File: src/rtl/instr_fetch_unit.sv
// Instruction fetch unit: reads the program ROM, resolves unconditional branches
// locally and hands every other instruction to the execute stage via valid/ready.
module instr_fetch_unit #(
    parameter int ADDR_W   = 5,
    parameter int DATA_W   = 32,
    parameter int ROM_WAIT = 1
) (
    input  logic              clk,
    input  logic              rst_n,
    output logic [ADDR_W-1:0] rom_address,
    output logic              rom_chip_select,
    input  logic [DATA_W-1:0] rom_data,
    output logic              instr_valid,
    input  logic              instr_ready,
    output logic [3:0]        opcode,
    output logic [15:0]       operand,
    output logic [ADDR_W-1:0] pc_out,
    input  logic              redirect,
    input  logic [ADDR_W-1:0] redirect_addr,
    input  logic              halt,
    output logic              busy
);

    typedef enum logic [1:0] {
        ST_IDLE   = 2'd0,
        ST_FETCH  = 2'd1,
        ST_DECODE = 2'd2,
        ST_ISSUE  = 2'd3
    } state_t;

    localparam logic [2:0]        WAIT_LAST = 3'(ROM_WAIT - 1);
    localparam logic [3:0]        OP_BRANCH = 4'd8;
    localparam logic [ADDR_W-1:0] PC_ONE    = {{(ADDR_W-1){1'b0}}, 1'b1};

    state_t            state_r, state_s;
    logic [ADDR_W-1:0] pc_r, pc_s;
    logic [3:0]        opcode_r, opcode_s;
    logic [15:0]       operand_r, operand_s;
    logic [2:0]        wait_cnt_r, wait_cnt_s;
    logic [ADDR_W-1:0] rom_address_r, rom_address_s;
    logic [ADDR_W-1:0] pc_out_r, pc_out_s;
    logic              valid_r;
    logic              cs_r;
    logic              busy_r;
    logic              unused_rom_bits_s;

    // Middle instruction bits carry no meaning for this machine.
    assign unused_rom_bits_s = ^rom_data[27:16];

    // Next-state and datapath updates; redirect outranks every other transition.
    always_comb begin
        state_s       = state_r;
        pc_s          = pc_r;
        opcode_s      = opcode_r;
        operand_s     = operand_r;
        wait_cnt_s    = wait_cnt_r;
        rom_address_s = rom_address_r;
        pc_out_s      = pc_out_r;
        case (state_r)
            ST_IDLE: begin
                if (redirect) begin
                    pc_s = redirect_addr;
                end else if (!halt) begin
                    state_s       = ST_FETCH;
                    wait_cnt_s    = 3'd0;
                    rom_address_s = pc_r;
                end else begin
                    state_s = ST_IDLE;
                end
            end
            ST_FETCH: begin
                wait_cnt_s = wait_cnt_r + 3'd1;
                if (redirect) begin
                    pc_s    = redirect_addr;
                    state_s = ST_IDLE;
                end else if (wait_cnt_r == WAIT_LAST) begin
                    opcode_s  = rom_data[31:28];
                    operand_s = rom_data[15:0];
                    pc_out_s  = pc_r;
                    state_s   = ST_DECODE;
                end else begin
                    state_s = ST_FETCH;
                end
            end
            ST_DECODE: begin
                if (redirect) begin
                    pc_s    = redirect_addr;
                    state_s = ST_IDLE;
                end else if (opcode_r == OP_BRANCH) begin
                    pc_s    = operand_r[ADDR_W-1:0];
                    state_s = ST_IDLE;
                end else begin
                    state_s = ST_ISSUE;
                end
            end
            ST_ISSUE: begin
                if (instr_ready) begin
                    pc_s    = redirect ? redirect_addr : (pc_r + PC_ONE);
                    state_s = ST_IDLE;
                end else if (redirect) begin
                    pc_s    = redirect_addr;
                    state_s = ST_IDLE;
                end else begin
                    state_s = ST_ISSUE;
                end
            end
            default: begin
                state_s = ST_IDLE;
            end
        endcase
    end

    // State, datapath and output registers; outputs are decoded from the next state.
    always_ff @(posedge clk or negedge rst_n) begin
        if (!rst_n) begin
            state_r       <= ST_IDLE;
            pc_r          <= '0;
            opcode_r      <= 4'd0;
            operand_r     <= 16'd0;
            wait_cnt_r    <= 3'd0;
            rom_address_r <= '0;
            pc_out_r      <= '0;
            valid_r       <= 1'b0;
            cs_r          <= 1'b0;
            busy_r        <= 1'b0;
        end else begin
            state_r       <= state_s;
            pc_r          <= pc_s;
            opcode_r      <= opcode_s;
            operand_r     <= operand_s;
            wait_cnt_r    <= wait_cnt_s;
            rom_address_r <= rom_address_s;
            pc_out_r      <= pc_out_s;
            valid_r       <= (state_s == ST_ISSUE);
            cs_r          <= (state_s == ST_FETCH);
            busy_r        <= (state_s != ST_IDLE);
        end
    end

    assign rom_address     = rom_address_r;
    assign rom_chip_select = cs_r;
    assign instr_valid     = valid_r;
    assign opcode          = opcode_r;
    assign operand         = operand_r;
    assign pc_out          = pc_out_r;
    assign busy            = busy_r;

endmodule

File: config.mk
export PLATFORM = sky130hd
export DESIGN_NAME = instr_fetch_unit
export DESIGN_NICKNAME = d
export VERILOG_FILES = /design/src/rtl/instr_fetch_unit.sv
export SDC_FILE = /design/constraint.sdc
export NUM_CORES = 1
export LEC_CHECK = 0
export CELL_PAD_IN_SITES_DETAIL_PLACEMENT = 0
export CELL_PAD_IN_SITES_GLOBAL_PLACEMENT = 2
export CORE_MARGIN = 1
export CORE_UTILIZATION = 24
export CTS_CLUSTER_SIZE = 40
export DETAILED_ROUTE_END_ITERATION = 8
export PLACE_DENSITY_LB_ADDON = 0.1
export RECOVER_POWER = 100
export SYNTH_ARGS = -nofsm -noshare
export SYNTH_HDL_FRONTEND = slang
export SYNTH_SLANG_ARGS = --single-unit
File: constraint.sdc
create_clock -name clk -period 1.48 [get_ports clk]
set_input_delay 0.222 -clock clk [delete_from_list [all_inputs] [get_ports clk]]
set_output_delay 0.222 -clock clk [all_outputs]
set_load 0.02 [all_outputs]
==> results.sh <==
export IMPL_outcome="complete, but fails checks"
export IMPL_violations="negative setup slack"
export IMPL_htreeDepth=2
export IMPL_peakVddDrop_v=0.0007553
export IMPL_wl_per_cell_um=14.16
export IMPL_routed_wl_um=4915
export IMPL_crit_required_ns=1.66
export IMPL_ios=75
export IMPL_drt_pre_antenna_iters=4
export IMPL_cts_tree="built"
export IMPL_hold_viol=0
export IMPL_max_slew_worst_pin_slew_ns=0.6102
export IMPL_clockBufferDepth=2
export IMPL_grt_use_met3=0.03199
export IMPL_via_per_inst=4.346
export IMPL_slew_headroom=0.5932
export IMPL_grt_pass1_vias=1674
export IMPL_clk_pin_slew_ns=0.08
export IMPL_initial_core_util=0.2538
export IMPL_cts_buffers=5
export IMPL_post_route_period_util=1.120
export IMPL_dp_hpwl_um=3556
export IMPL_worstPathArrival_ns=1.84
export IMPL_portBuffers=62
export IMPL_postRouteAntennaNets=0
export IMPL_synth_seq_area_share=0.5722
export IMPL_pre_cts_ws_ns=-0.2558
export IMPL_slew_violations=0
export IMPL_cts_root_buf="clkbuf_8"
export IMPL_nets=292
export IMPL_period_minus_slack_ns=1.658
export IMPL_use_met2=0.2203
export IMPL_max_freq_mhz=603.2
export IMPL_grt_util_all_layers=0.1278
export IMPL_finalWeightedCongestion=0.7617
export IMPL_synth_edf_count=0
export IMPL_die_w_um=90.52
export IMPL_cts_sinks=43
export IMPL_synth_area_leaders="dfrtp_1 57%, mux2_2 17%, nand2_1 2.6%"
export IMPL_avgSynthCellArea_um2=12.88
export IMPL_synth_area_leader_cell="dfrtp_1"
export IMPL_ys_types=38
export IMPL_multi_input_area_um2=870.8
export IMPL_met1_usage=0.1585
export IMPL_dp_cells=332
export IMPL_holdWs_ns=0.4674
export IMPL_path_class="reg -> reg"
export IMPL_nFillCells=757
export IMPL_fin_cells=347
export IMPL_grt_overflow=0
export IMPL_antenna_cells=0
export IMPL_finalPower_uw=5897
export IMPL_path_max_fanout=3
export IMPL_drive_gt1_frac=0.3710
export IMPL_start_kind="register"
export IMPL_grt_max_degree=44
export IMPL_netlist_top_cells_count="43 x dfrtp_1, 29 x mux2_2, 13 x nand2_1"
export IMPL_yosys_warnings=0
export IMPL_placed_cell_area_um2=2838
export IMPL_postLayoutSetupSlackWorst_ns=-0.1779
export IMPL_area_growth_pct=61.94
export IMPL_vias=1508
export IMPL_rsz0062_at_grt="true"
export IMPL_max_cap_violations=0
export IMPL_synthCells=146
export IMPL_hp_class="in -> reg"
export IMPL_finalClockSkew_ns=0.002082
export IMPL_final_area_um2=3045
export IMPL_layout_area_seq_um2=1080
export IMPL_synthArstFlopShare=1.000
export IMPL_drc=0
export IMPL_die_h_um=90.52
export IMPL_leakage_uw=0.001385
export IMPL_grt_pass1_wl_um=8307
export IMPL_fp_row_count=31
export IMPL_synth_top_area_share=0.5722
export IMPL_syn_num_nets=191
export IMPL_drt_initial_drc_count=47
export IMPL_grt_busiest_layer="met2"
export IMPL_die_area_um2=8194
export IMPL_ys_ff_latch=43
export IMPL_crit_path_end_kind="register"
export IMPL_antenna_found_initial=0
export IMPL_yosysMostFrequentCell="dfrtp_1"
export IMPL_cellPowerDensity_nw_per_um2=1936
export IMPL_final_setup_viol_count=8
export IMPL_syn_area_um2=1881
export IMPL_ys_flop_type="dfrtp_1"
export IMPL_clock_latency_ns=0.29
export IMPL_core_area_um2=7408
per-layer routing:
metal / part of all wire / vias to the layer above
li1: - / 727
met4: 0.0098 / 0
met3: 0.041 / 7
met2: 0.51 / 37
met1: 0.44 / 737
met5: 0 / -
where the power goes:
part | switching (uW) | leakage (uW) | internal [uW] | total, uW
clock | 427 | 0.0000402 | 329 | 756
sequential | 331 | 0.000522 | 1700 | 2040
combinational | 1550 | 0.000823 | 1550 | 3110
per-stage QoR:
stage            util  setup TNS [ns]
6_report       0.4111         -0.8682
5_1_grt        0.4111          -1.581
4_1_cts        0.4016          -2.342
3_5_place_dp   0.3830          -5.363
3_3_place_gp   0.3830          -5.709
2_1_floorplan       -         -0.4787
cell families (layout without fill, tap and decap cells):
family | Yosys count | count (layout) | synth area share
flip-flops | 43 | 43 | 0.5722
multiplexers | 32 | 32 | 0.1909
AND/OR/NAND/NOR | 31 | 31 | 0.09581
buffers and inverters | 13 | 115 | 0.02994
AO/OA/AOI/OAI | 24 | 24 | 0.09115
adder cells (fa/ha/maj) | 3 | 3 | 0.01996
final timing paths:
kind,slack [ns],from,depth (start not counted),to
max reg2reg,-0.18,opcode[1]$_DFFE_PN0P_,4,busy$_DFF_PN0_
min,0.47,redirect_addr[0],3,pc_r[0]$_DFFE_PN0P_
max,-0.18,opcode[1]$_DFFE_PN0P_,4,busy$_DFF_PN0_
min in group asynchronous,0.57,rst_n,3,wait_cnt_r[0]$_DFFE_PN0P_
max in group asynchronous,0.46,rst_n,3,opcode[1]$_DFFE_PN0P_
min reg2reg,0.49,operand[15]$_DFFE_PN0P_,1,operand[15]$_DFFE_PN0P_
what timing repair did:
action	4_1_cts	5_1_grt
pin swaps	7	7
resized for setup	40	27
endpoints found under the setup margin	66	42
buffers inserted	2	5
hold endpoints to repair	43	0
hold buffers	1	0
registers in the layout, summed over array words and instances (netlist names):
name	flops
busy	1
instr_valid	1
opcode	4
operand	16
pc_out	5
pc_r	5
rom_address	5
rom_chip_select	1
state_r	2
wait_cnt_r	3
area by class of cell:
| class | instances | area share |
|---|---|---|
| clock buffer | 5 | 0.02260 |
| clock inverter | 3 | 0.006574 |
| inverter | 7 | 0.008628 |
| multi-input combinational | 90 | 0.2859 |
| sequential | 43 | 0.3546 |
| tap | 99 | 0.04067 |
| timing repair buffer | 100 | 0.2810 |
cell usage in the layout (no fill, tap or decap), types with 3 or more instances in the layout:
cell             instances
dfrtp_1                 40
buf_4                   30
clkdlybuf4s50_1         28
dlygate4sd2_1           28
mux2_2                  24
nand2_1                 13
inv_1                    6
o21ai_0                  5
mux2_4                   5
clkbuf_8                 5
clkbuf_1                 5
nor2_1                   3
ha_1                     3
dfrtp_2                  3
buf_6                    3
critical path: stages, from the launching register on:
cell,delay [ns]
dfrtp_2,0.41
or4b_4,0.57
o211ai_4,0.19
inv_2,0.05
or3_1,0.33
(Power assumes the default switching activity.)
